File: src/rtl/canv_mixer_pkg.sv
// canv_mixer_pkg -- shared definitions for the canvas layer mixer.
//
// Holds the layout of the 32-bit configuration word, the legal
// bits-per-pixel encodings, the per-layer configuration record, the
// reset configuration and small decode helpers.
//
// Configuration word layout:
//   [3:0]   bpp        bits per pixel (1, 2, 4 or 8)
//   [4]     enable     layer enable
//   [5]     trans_en   transparency key enable
//   [15:8]  trans_idx  transparent raw index
//   [23:16] pal_off    palette offset added to the raw index
package canv_mixer_pkg;

    localparam int CFG_BPP_LSB  = 0;
    localparam int CFG_EN_BIT   = 4;
    localparam int CFG_TEN_BIT  = 5;
    localparam int CFG_TIDX_LSB = 8;
    localparam int CFG_PAL_LSB  = 16;

    localparam logic [3:0] BPP_1 = 4'd1;
    localparam logic [3:0] BPP_2 = 4'd2;
    localparam logic [3:0] BPP_4 = 4'd4;
    localparam logic [3:0] BPP_8 = 4'd8;

    typedef struct packed {
        logic       enable;
        logic       trans_en;
        logic [7:0] trans_idx;
        logic [7:0] pal_off;
        logic [3:0] bpp;
    } layer_cfg_t;

    // Layer 0 comes out of reset visible so the screen shows something
    // before software has configured anything.
    localparam layer_cfg_t CFG_RST_L0 = '{enable: 1'b1, trans_en: 1'b0,
                                          trans_idx: 8'h00, pal_off: 8'h00,
                                          bpp: BPP_4};
    localparam layer_cfg_t CFG_RST_LN = '{enable: 1'b0, trans_en: 1'b0,
                                          trans_idx: 8'h00, pal_off: 8'h00,
                                          bpp: BPP_4};

    function automatic logic bpp_valid(input logic [3:0] b);
        logic ok;
        case (b)
            BPP_1, BPP_2, BPP_4, BPP_8: ok = 1'b1;
            default:                    ok = 1'b0;
        endcase
        return ok;
    endfunction

    // log2 of a legal bpp; only legal encodings ever reach a config register.
    function automatic logic [1:0] bpp_log2(input logic [3:0] b);
        logic [1:0] l;
        case (b)
            BPP_1:   l = 2'd0;
            BPP_2:   l = 2'd1;
            BPP_4:   l = 2'd2;
            default: l = 2'd3;
        endcase
        return l;
    endfunction

    function automatic layer_cfg_t cfg_decode(input logic [31:0] d);
        layer_cfg_t c;
        c.bpp       = d[CFG_BPP_LSB +: 4];
        c.enable    = d[CFG_EN_BIT];
        c.trans_en  = d[CFG_TEN_BIT];
        c.trans_idx = d[CFG_TIDX_LSB +: 8];
        c.pal_off   = d[CFG_PAL_LSB +: 8];
        return c;
    endfunction

endpackage

File: src/rtl/canv_mixer_pix_extract.sv
// canv_pix_extract -- stage 1 of the mixer for a single layer.
//
// Picks the pixel selected by pid out of a vram word, decides whether
// the layer is visible at this pixel and registers the visibility flag
// together with the palette-offset colour index.
//
// Ports:
//   clk, rst                   pixel clock, synchronous active-high reset
//   word                       vram word for this layer
//   pid                        pixel ID within the word (masked by bpp)
//   paint                      window paint for this layer
//   enable, trans_en,
//   trans_idx, pal_off, bpp    active configuration of this layer
//   vis                        registered: layer covers this pixel
//   cidx                       registered: raw + pal_off, wrapped
module canv_pix_extract
    import canv_mixer_pkg::*;
#(
    parameter int WORD       = 32,
    parameter int PIX_IDW    = 5,
    parameter int CIDX_ADDRW = 8
) (
    input  logic                  clk,
    input  logic                  rst,
    input  logic [WORD-1:0]       word,
    input  logic [PIX_IDW-1:0]    pid,
    input  logic                  paint,
    input  logic                  enable,
    input  logic                  trans_en,
    input  logic [7:0]            trans_idx,
    input  logic [7:0]            pal_off,
    input  logic [3:0]            bpp,
    output logic                  vis,
    output logic [CIDX_ADDRW-1:0] cidx
);

    logic                  vis_d, vis_q;
    logic [CIDX_ADDRW-1:0] cidx_d, cidx_q;

    logic [1:0]  lg;
    logic [31:0] slots_m1;
    logic [31:0] shift;
    logic [7:0]  mask;
    logic [7:0]  raw;

    always_comb begin
        lg       = bpp_log2(bpp);
        // Pixels per word is WORD/bpp; masking pid with (slots-1) keeps the
        // shift inside the word.
        slots_m1 = (32'(WORD) >> lg) - 32'd1;
        shift    = (32'(pid) & slots_m1) << lg;
        mask     = 8'((9'd1 << bpp) - 9'd1);
        raw      = 8'(word >> shift) & mask;
        // Transparency keys on the raw index, before the palette offset.
        vis_d    = paint & enable & ~(trans_en & (raw == trans_idx));
        cidx_d   = CIDX_ADDRW'({1'b0, raw} + {1'b0, pal_off});
    end

    always_ff @(posedge clk) begin
        if (rst) begin
            vis_q  <= 1'b0;
            cidx_q <= '0;
        end else begin
            vis_q  <= vis_d;
            cidx_q <= cidx_d;
        end
    end

    assign vis  = vis_q;
    assign cidx = cidx_q;

endmodule

File: src/rtl/canv_mixer.sv
// canv_mixer -- multi-layer indexed-colour canvas mixer.
//
// Each layer supplies a vram word and pixel ID; the lowest-numbered
// visible layer wins and its colour index (plus palette offset) is
// presented as the CLUT address two cycles later, with display timing
// delayed to match. Layer configuration is double-buffered: writes land
// in a pending copy that becomes active on frame_start.
//
// Ports:
//   clk_pix, rst_pix                    pixel clock, sync active-high reset
//   frame_start                         pending config -> active config
//   cfg_we, cfg_sel, cfg_data           configuration write port
//   vram_dout, pix_id, paint            per-layer pixel inputs
//   de_in, hsync_in, vsync_in           display timing in
//   clut_addr, opaque, layer_id         mixed pixel out (2-cycle latency)
//   de_out, hsync_out, vsync_out        display timing out (2-cycle delay)
//   cfg_err                             sticky illegal-write flag
module canv_mixer
    import canv_mixer_pkg::*;
#(
    parameter int LAYERS     = 2,
    parameter int WORD       = 32,
    parameter int PIX_IDW    = 5,
    parameter int CIDX_ADDRW = 8
) (
    input  logic                      clk_pix,
    input  logic                      rst_pix,
    input  logic                      frame_start,
    input  logic                      cfg_we,
    input  logic [1:0]                cfg_sel,
    input  logic [31:0]               cfg_data,
    input  logic [LAYERS*WORD-1:0]    vram_dout,
    input  logic [LAYERS*PIX_IDW-1:0] pix_id,
    input  logic [LAYERS-1:0]         paint,
    input  logic                      de_in,
    input  logic                      hsync_in,
    input  logic                      vsync_in,
    output logic [CIDX_ADDRW-1:0]     clut_addr,
    output logic                      opaque,
    output logic [1:0]                layer_id,
    output logic                      de_out,
    output logic                      hsync_out,
    output logic                      vsync_out,
    output logic                      cfg_err
);

    // ---------------- configuration ----------------
    layer_cfg_t pend_d [LAYERS];
    layer_cfg_t pend_q [LAYERS];
    layer_cfg_t act_d  [LAYERS];
    layer_cfg_t act_q  [LAYERS];
    logic       cfg_err_d, cfg_err_q;

    layer_cfg_t wr_cfg;
    logic       wr_ok;

    always_comb begin
        wr_cfg    = cfg_decode(cfg_data);
        wr_ok     = cfg_we && (int'(cfg_sel) < LAYERS) && bpp_valid(wr_cfg.bpp);
        cfg_err_d = cfg_err_q | (cfg_we & ~wr_ok);
        for (int i = 0; i < LAYERS; i++) begin
            pend_d[i] = pend_q[i];
            if (wr_ok && (int'(cfg_sel) == i)) begin
                pend_d[i] = wr_cfg;
            end
            // Taking pend_d (not pend_q) folds a same-cycle write into the
            // newly active copy.
            act_d[i] = frame_start ? pend_d[i] : act_q[i];
        end
    end

    always_ff @(posedge clk_pix) begin
        if (rst_pix) begin
            for (int i = 0; i < LAYERS; i++) begin
                pend_q[i] <= (i == 0) ? CFG_RST_L0 : CFG_RST_LN;
                act_q[i]  <= (i == 0) ? CFG_RST_L0 : CFG_RST_LN;
            end
            cfg_err_q <= 1'b0;
        end else begin
            for (int i = 0; i < LAYERS; i++) begin
                pend_q[i] <= pend_d[i];
                act_q[i]  <= act_d[i];
            end
            cfg_err_q <= cfg_err_d;
        end
    end

    // ---------------- stage 1: per-layer extraction ----------------
    logic [LAYERS-1:0]     vis_s1;
    logic [CIDX_ADDRW-1:0] cidx_s1 [LAYERS];

    for (genvar g = 0; g < LAYERS; g++) begin : g_layer
        canv_pix_extract #(
            .WORD       (WORD),
            .PIX_IDW    (PIX_IDW),
            .CIDX_ADDRW (CIDX_ADDRW)
        ) u_extract (
            .clk       (clk_pix),
            .rst       (rst_pix),
            .word      (vram_dout[g*WORD +: WORD]),
            .pid       (pix_id[g*PIX_IDW +: PIX_IDW]),
            .paint     (paint[g]),
            .enable    (act_q[g].enable),
            .trans_en  (act_q[g].trans_en),
            .trans_idx (act_q[g].trans_idx),
            .pal_off   (act_q[g].pal_off),
            .bpp       (act_q[g].bpp),
            .vis       (vis_s1[g]),
            .cidx      (cidx_s1[g])
        );
    end

    logic de_s1_d, de_s1_q, hs_s1_d, hs_s1_q, vs_s1_d, vs_s1_q;

    // ---------------- stage 2: priority select ----------------
    logic [CIDX_ADDRW-1:0] clut_d, clut_q;
    logic                  opaque_d, opaque_q;
    logic [1:0]            lid_d, lid_q;
    logic                  de_s2_d, de_s2_q, hs_s2_d, hs_s2_q, vs_s2_d, vs_s2_q;

    always_comb begin
        de_s1_d  = de_in;
        hs_s1_d  = hsync_in;
        vs_s1_d  = vsync_in;
        de_s2_d  = de_s1_q;
        hs_s2_d  = hs_s1_q;
        vs_s2_d  = vs_s1_q;
        clut_d   = '0;
        opaque_d = 1'b0;
        lid_d    = 2'd0;
        // Walk from the highest layer down so the lowest visible one is
        // the last to write, i.e. layer 0 has top priority.
        for (int i = LAYERS - 1; i >= 0; i--) begin
            if (vis_s1[i]) begin
                clut_d   = cidx_s1[i];
                opaque_d = 1'b1;
                lid_d    = 2'(i);
            end
        end
        // Blanking: pixel outputs are held at zero outside active video.
        if (!de_s1_q) begin
            clut_d   = '0;
            opaque_d = 1'b0;
            lid_d    = 2'd0;
        end
    end

    always_ff @(posedge clk_pix) begin
        if (rst_pix) begin
            de_s1_q  <= 1'b0;
            hs_s1_q  <= 1'b0;
            vs_s1_q  <= 1'b0;
            de_s2_q  <= 1'b0;
            hs_s2_q  <= 1'b0;
            vs_s2_q  <= 1'b0;
            clut_q   <= '0;
            opaque_q <= 1'b0;
            lid_q    <= 2'd0;
        end else begin
            de_s1_q  <= de_s1_d;
            hs_s1_q  <= hs_s1_d;
            vs_s1_q  <= vs_s1_d;
            de_s2_q  <= de_s2_d;
            hs_s2_q  <= hs_s2_d;
            vs_s2_q  <= vs_s2_d;
            clut_q   <= clut_d;
            opaque_q <= opaque_d;
            lid_q    <= lid_d;
        end
    end

    assign clut_addr = clut_q;
    assign opaque    = opaque_q;
    assign layer_id  = lid_q;
    assign de_out    = de_s2_q;
    assign hsync_out = hs_s2_q;
    assign vsync_out = vs_s2_q;
    assign cfg_err   = cfg_err_q;

endmodule

File: config.mk
export PLATFORM = sky130hd
export DESIGN_NAME = canv_mixer
export DESIGN_NICKNAME = d
export VERILOG_FILES = /design/src/rtl/canv_mixer_pkg.sv /design/src/rtl/canv_mixer_pix_extract.sv /design/src/rtl/canv_mixer.sv
export SDC_FILE = /design/constraint.sdc
export NUM_CORES = 1
export LEC_CHECK = 0
export CAP_MARGIN = 20
export CELL_PAD_IN_SITES_DETAIL_PLACEMENT = 2
export CELL_PAD_IN_SITES_GLOBAL_PLACEMENT = 2
export CORE_MARGIN = 2
export CORE_UTILIZATION = 35
export DETAILED_ROUTE_END_ITERATION = 10
export GPL_ROUTABILITY_DRIVEN = 0
export MAX_ROUTING_LAYER = met4
export PLACE_DENSITY = 0.89
export RECOVER_POWER = 100
export SYNTH_ARGS = -nofsm -noshare
export SYNTH_HDL_FRONTEND = slang
export SYNTH_SLANG_ARGS = --single-unit
File: constraint.sdc
create_clock -name clk_pix -period 7 [get_ports clk_pix]
set_input_delay 1.05 -clock clk_pix [delete_from_list [all_inputs] [get_ports clk_pix]]
set_output_delay 1.05 -clock clk_pix [all_outputs]
set_load 0.01 [all_outputs]
==> results by group, run 1 <==
Run status
  – Status: complete, but fails checks
  – Failing checks: capacitance limit, slew limit

Clock network
  – TritonCTS buffer count: 17
  – CTS Root Cell: clkbuf_16
  – CTS sink cnt: 123
  – Hold_buf cts: 0
  – Worst skew pair latency: 0.43 ns
  – Number of buffers added for setup after CTS: 0
  – CTS tree: done
  – H-tree level count: 4
  – Worst-path clk slew: 0.05 ns
  – Clk buf depth: 2
  – Resize count post-CTS: 0

Power and ir drop
  – Power, Total: 0.00225 W
  – Static leakage: 3.96 nW
  – Pwr/cell area: 219 nW/um^2
  – Max IR drop VDD: 0.000131 V

Finish
  – Nets@finish: 1208
  – Layout cell share with drive strength beyond 1: 8.48%
  – Area of the multi-input gates: 5390 sq um
  – Final Instance Area: 10300 sq um
  – ANT cells: 0
  – Area grow syn2layout: 22.2%
  – Fill cell count: 2654
  – Register Area: 2460 sq um

Synth
  – Area leader, netlist: dfxtp_1
  – Post-synth EDFFs: 0
  – Async set or reset register ratio after synthesis: 0%
  – Ys flop type: dfxtp_1
  – Top cell type's share of synthesized area: 29.3%
  – Warning count from the yosys run: 0
  – Synthesized net count: 1137
  – Largest cells by area after synthesis: dfxtp_1 29%, mux2i_1 7.1%, nor2_1 6.5%
  – Synth Instances: 1002
  – Syn Std Cell Area: 8420 sq um
  – Cell variety after synth: 88
  – Average size of a mapped cell: 8.40 sq um
  – Post-synthesis sequential area ratio: 29.3%
  – Commonest cells in the netlist: 145 x nor2_1, 123 x dfxtp_1, 78 x nand2_1, 60 x mux2i_1
  – Top-count cell post-synth: nor2_1
  – #FFs+latches synth: 123

Worst hold path
  – Hold depth: 1
  – Hold WC Path Type: reg -> reg

Setup path
  – Worst setup SP type: input pin
  – Critical path data required time: 7.27 ns
  – Path depth of the worst reg2reg path: 17
  – Worst setup path category: in -> reg
  – WP data arrival: 6.43 ns
  – Crit-path max FO: 22
  – CP endpoint kind: flop

Detailed routing
  – DR pass1 iterations: 8
  – Antenna Nets Post-Route: 0
  – # DRC: 0
  – 1st-iter DRT viols: 606
  – Vias: 8493
  – Routed wire length per instance: 23.9 microns
  – Routed wire length: 33500 microns
  – Avg Vias per Cell: 6.05

Floorplan
  – Die width: 159 microns
  – Die ar.: 25300 sq um
  – FP Rows: 56
  – I/O pins: 132
  – Initial core utilization: 35.8%
  – Core ar.: 23500 sq um
  – Vert. Die Dim: 159 microns

STA
  – Max Fclk: 162 MHz
  – Slew Limit Fails: 46
  – Skew final: 0.0111 ns
  – Post-layout min period: 6.17 ns
  – # setup viols final: 0
  – Rel. slew slack: -77.7%
  – Worst-Margin Slew: 2.67 ns
  – Post-route clock period utilization: 88.1%
  – RSZ-0062 raised after global routing: false
  – WHS: 0.457 ns
  – Setup total negative slack: 0 ns
  – Final worst setup slack: 0.834 ns
  – Hold violation total from the final report: 0

Global route
  – Vias in the first global route: 9130
  – First-pass GRT wire length: 52800 microns
  – Global-route usage over all layers: 27.1%
  – Antenna violations before repair: 0
  – Pin count of the biggest net entering global routing: 102
  – Remaining Overflow, GRT: 0

Placed design
  – DP Wirelength: 24200 microns
  – Port Buffers: 120
  – Pre-CTS WS: 1.03 ns
  – Placed Area: 9690 sq um

Job
  – Max Cap Viol: 2
## metrics by stage
| stage | utilization (%) | cells |
|---|---|---|
| 2_1_floorplan | - | 1002 |
| 5_1_grt | 43.7 | 1404 |
| 4_1_cts | 43.9 | 1404 |
| 6_report | 43.7 | 1404 |
| 3_3_place_gp | 41.2 | 1373 |
| 3_5_place_dp | 41.2 | 1373 |
## worst max-delay path: stages
cell and delay (ns):
dlygate4sd3_1 0.85, and3b_1 0.27, o21a_1 0.80, a21oi_1 0.21, o2bb2ai_1 0.22, or3_1 0.37
a311o_1 0.35, o31ai_1 0.17, ha_1 0.35, a21o_1 0.18, a21oi_1 0.29, o21bai_1 0.13
a21oi_1 0.28, o21bai_1 0.13, a21oi_1 0.30, xor2_1 0.26, xnor2_1 0.16, nor2_1 0.07
## routing by layer
layer / up-vias / track usage [%] / part of all wire, %
met3: 73 / 3.62 / 3.9
li1: 3846 / - / -
met5: - / - / 0
met4: 0 / 11.2 / 3.6
met2: 275 / 47.1 / 51
met1: 4299 / 31.6 / 42
## logic make-up after synthesis
logic type	after synthesis	share of synthesized area [%]
other	1	0.0445
muxes	88	14.0
buffers and inverters	107	6.26
and+or+nand+nor	356	20.3
DFF	123	29.3
xor gates and xnor gates	33	3.43
adders and majority gates	18	2.85
AOI/OAI and AO/OA	276	23.9
## layout make-up
class / instances / share of cell area, %
multi-input combinational: 772 / 52.4
inverter: 24 / 0.876
clock buffer: 17 / 4.13
sequential: 123 / 23.9
timing repair buffer: 135 / 12.6
tap: 319 / 3.88
clock inverter: 14 / 2.14
## state kept, by name, indices dropped and copies added, names as in the netlist, 2 cells and up
name and flops:
clut_addr 8, act_q 44, g_layer.u_extract.cidx 16, pend_q 44, g_layer.u_extract.vis 2
## worst paths after layout
check / from / endpoint / slack, ns
max: pix_id[0] / g_layer[0].u_extract.cidx[7] / 0.83
min: vs_s1_q / vsync_out / 0.46
max reg2reg: act_q[0][0] / g_layer[0].u_extract.cidx[7] / 1.25
min reg2reg: vs_s1_q / vsync_out / 0.46
## cells in the final DEF (no fill, tap or decap), types with 6 or more instances in the layout
cell type | netlist | final
a22o_1 | 9 | 9
o211ai_1 | 10 | 10
dlygate4sd3_1 | 0 | 17
o22ai_1 | 6 | 6
a22oi_1 | 17 | 17
dfxtp_1 | 123 | 123
mux2i_1 | 60 | 60
xor2_1 | 17 | 17
a21oi_1 | 51 | 53
a32o_1 | 6 | 6
nand4_1 | 8 | 8
clkdlybuf4s50_1 | 0 | 101
inv_1 | 22 | 22
nand3_1 | 32 | 32
nor2b_1 | 13 | 13
a31oi_1 | 12 | 12
a21o_1 | 6 | 6
buf_4 | 5 | 14
o21ai_0 | 35 | 34
a32oi_1 | 8 | 8
and3_1 | 12 | 12
nor2_1 | 145 | 144
clkbuf_16 | 0 | 17
mux4_2 | 18 | 18
nand2b_1 | 13 | 13
xnor2_1 | 16 | 16
ha_1 | 16 | 16
a211oi_1 | 51 | 51
nor3_1 | 16 | 16
nand2_1 | 78 | 78
## power breakdown
group / internal [W] / total [W] / switching (W)
clock network: 0.000631 / 0.000979 / 0.000348
logic: 0.000207 / 0.000502 / 0.000295
registers: 0.000737 / 0.000769 / 0.0000328
total: 0.00157 / 0.00225 / 0.000676
(Power assumes the default switching activity.)
==> inputs of run 2 (changes only) <==
Settings changed: PLACE_DENSITY 0.89 to not set, PLACE_DENSITY_LB_ADDON set to 0.1, SLEW_MARGIN set to 20.
==> results by group, run 2 (synthesis results as in run 1) <==
Setup path
  – CP endpoint kind: flop
  – Worst setup SP type: input pin
  – WP data arrival: 6.25 ns (-0.18 ns)
  – Critical path data required time: 7.26 ns (about the same)
  – Worst setup path category: in -> reg
  – Crit-path max FO: 16 (-27%)

Detailed routing
  – Routed wire length per instance: 22.9 microns (-3.9%)
  – 1st-iter DRT viols: 515 (-15%)
  – Vias: 8207 (-3.4%)
  – # DRC: 0 (unchanged)
  – Avg Vias per Cell: 5.82 (-3.8%)
  – DR pass1 iterations: 7 (-1)
  – Antenna Nets Post-Route: 0 (unchanged)
  – Routed wire length: 32300 microns (-3.5%)

Clock network
  – CTS Root Cell: clkbuf_16
  – Clk buf depth: 2 (unchanged)
  – TritonCTS buffer count: 17 (unchanged)
  – CTS tree: done
  – Resize count post-CTS: 0 (unchanged)
  – H-tree level count: 4 (unchanged)
  – Hold_buf cts: 0 (unchanged)
  – Worst skew pair latency: 0.43 ns (about the same)
  – CTS sink cnt: 123 (unchanged)
  – Number of buffers added for setup after CTS: 0 (unchanged)
  – Worst-path clk slew: 0.06 ns (about the same)

STA
  – Slew Limit Fails: 46 (unchanged)
  – Post-layout min period: 5.99 ns (-0.172 ns)
  – Post-route clock period utilization: 85.6% (-2.5 points)
  – Rel. slew slack: -56.6% (+21 points)
  – Worst-Margin Slew: 2.35 ns (-0.317 ns)
  – Max Fclk: 167 MHz (+2.9%)
  – Final worst setup slack: 1.01 ns (+0.172 ns)
  – Setup total negative slack: 0 ns (unchanged)
  – Hold violation total from the final report: 0 (unchanged)
  – # setup viols final: 0 (unchanged)
  – RSZ-0062 raised after global routing: false
  – Skew final: 0.00886 ns (-0.00226 ns)

Finish
  – Layout cell share with drive strength beyond 1: 9.27% (+0.79 points)
  – Fin cells: 1410 (+0.43%)
  – Register Area: 2460 sq um (unchanged)
  – Area grow syn2layout: 22.3% (about the same)
  – Final Instance Area: 10300 sq um (about the same)
  – Nets@finish: 1212 (+0.33%)
  – Fill cell count: 2654 (unchanged)
  – Area of the multi-input gates: 5420 sq um (+0.56%)
  – Most frequent cells in the layout: 144 x nor2_1, 123 x dfxtp_1, 101 x clkdlybuf4s50_1
  – Commonest non-fill, non-tap cell in the layout: nor2_1

Power and ir drop
  – Pwr/cell area: 209 nW/um^2 (-4.2%)
  – Power, Total: 0.00216 W (-4.2%)
  – Max IR drop VDD: 0.000127 V (-3.1%)
  – Static leakage: 3.96 nW (+0.16%)

Global route
  – Remaining Overflow, GRT: 0 (unchanged)
  – Pin count of the biggest net entering global routing: 101 (-0.98%)
  – Antenna violations before repair: 1 (+1)
  – First-pass GRT wire length: 51200 microns (-3.1%)
  – Vias in the first global route: 8852 (-3.0%)
  – Global-route usage over all layers: 26.3% (-0.83 points)

Placed design
  – Dpl cells: 1376 (+0.22%)
  – Port Buffers: 120 (unchanged)
  – Placed Area: 9710 sq um (+0.23%)
  – DP Wirelength: 23800 microns (-1.7%)
  – Pre-CTS WS: 1.15 ns (+0.124 ns)

Run status
  – Failing checks: capacitance limit, slew limit
  – Status: complete, but fails checks

Floorplan
  – Vert. Die Dim: 159 microns (unchanged)
  – I/O pins: 132 (unchanged)
  – Die width: 159 microns (unchanged)
  – FP Rows: 56 (unchanged)
  – Die ar.: 25300 sq um (unchanged)
  – Core ar.: 23500 sq um (unchanged)
  – Initial core utilization: 35.8% (unchanged)

Worst hold path
  – Hold WC Path Type: reg -> reg

Job
  – Max Cap Viol: 2 (unchanged)
## run 2: worst paths after layout
check,start,to,slack (ns),cells after the start
worst max-delay path,pix_id[6],g_layer[1].u_extract.cidx[7],1.01,18
worst min-delay path,vs_s1_q,vsync_out,0.45,1
worst max register to register,act_q[0][23],g_layer[1].u_extract.cidx[7],1.43,17
worst min register to register,vs_s1_q,vsync_out,0.45,1
## run 2: stage by stage
stage,util (%),hold WS [ns]
final,43.7,0.446
after global routing,43.7,0.458
after CTS,43.8,0.451
after detailed placement,41.3,0.437
after global placement,41.3,0.416
after floorplan,-,0.414
## run 2: area by class of cell
cell class	instances	share of cell area [%]
multi-input cells	772	52.7
flip-flops and latches	123	23.9
repair buffers	139	12.8
clock buffers	17	4.13
well taps	319	3.88
clock inverters	15	1.65
inverters	24	0.875
diodes	1	0.0243
## run 2: power breakdown
part | switching [W] | internal, W
clock network | 0.000380 | 0.000509
registers | 0.0000337 | 0.000736
logic | 0.000289 | 0.000209
total | 0.000702 | 0.00145
## run 2: worst max-delay path, stage by stage
cell and delay (ns):
dlygate4sd3_1 0.88, nand3b_1 0.18, a21oi_1 1.02, nand2_1 0.19, a31oi_1 0.30, a22o_1 0.20
a221oi_2 0.05, o31ai_1 0.50, ha_1 0.35, a21o_1 0.19, a21oi_1 0.23, o21bai_1 0.09
a21oi_1 0.25, o21bai_1 0.09, a21oi_1 0.19, xor2_1 0.27, xnor2_1 0.16, nor2_1 0.07
## run 2: routing by layer
layer / track usage (%) / share of wire, % / up-vias / wire (microns)
li1: - / - / 3856 / -
met1: 30.5 / 43 / 4124 / 13800
met2: 46.2 / 51 / 185 / 16500
met3: 4.14 / 3.6 / 42 / 1160
met4: 8.84 / 2.7 / 0 / 877
met5: - / 0 / - / 0
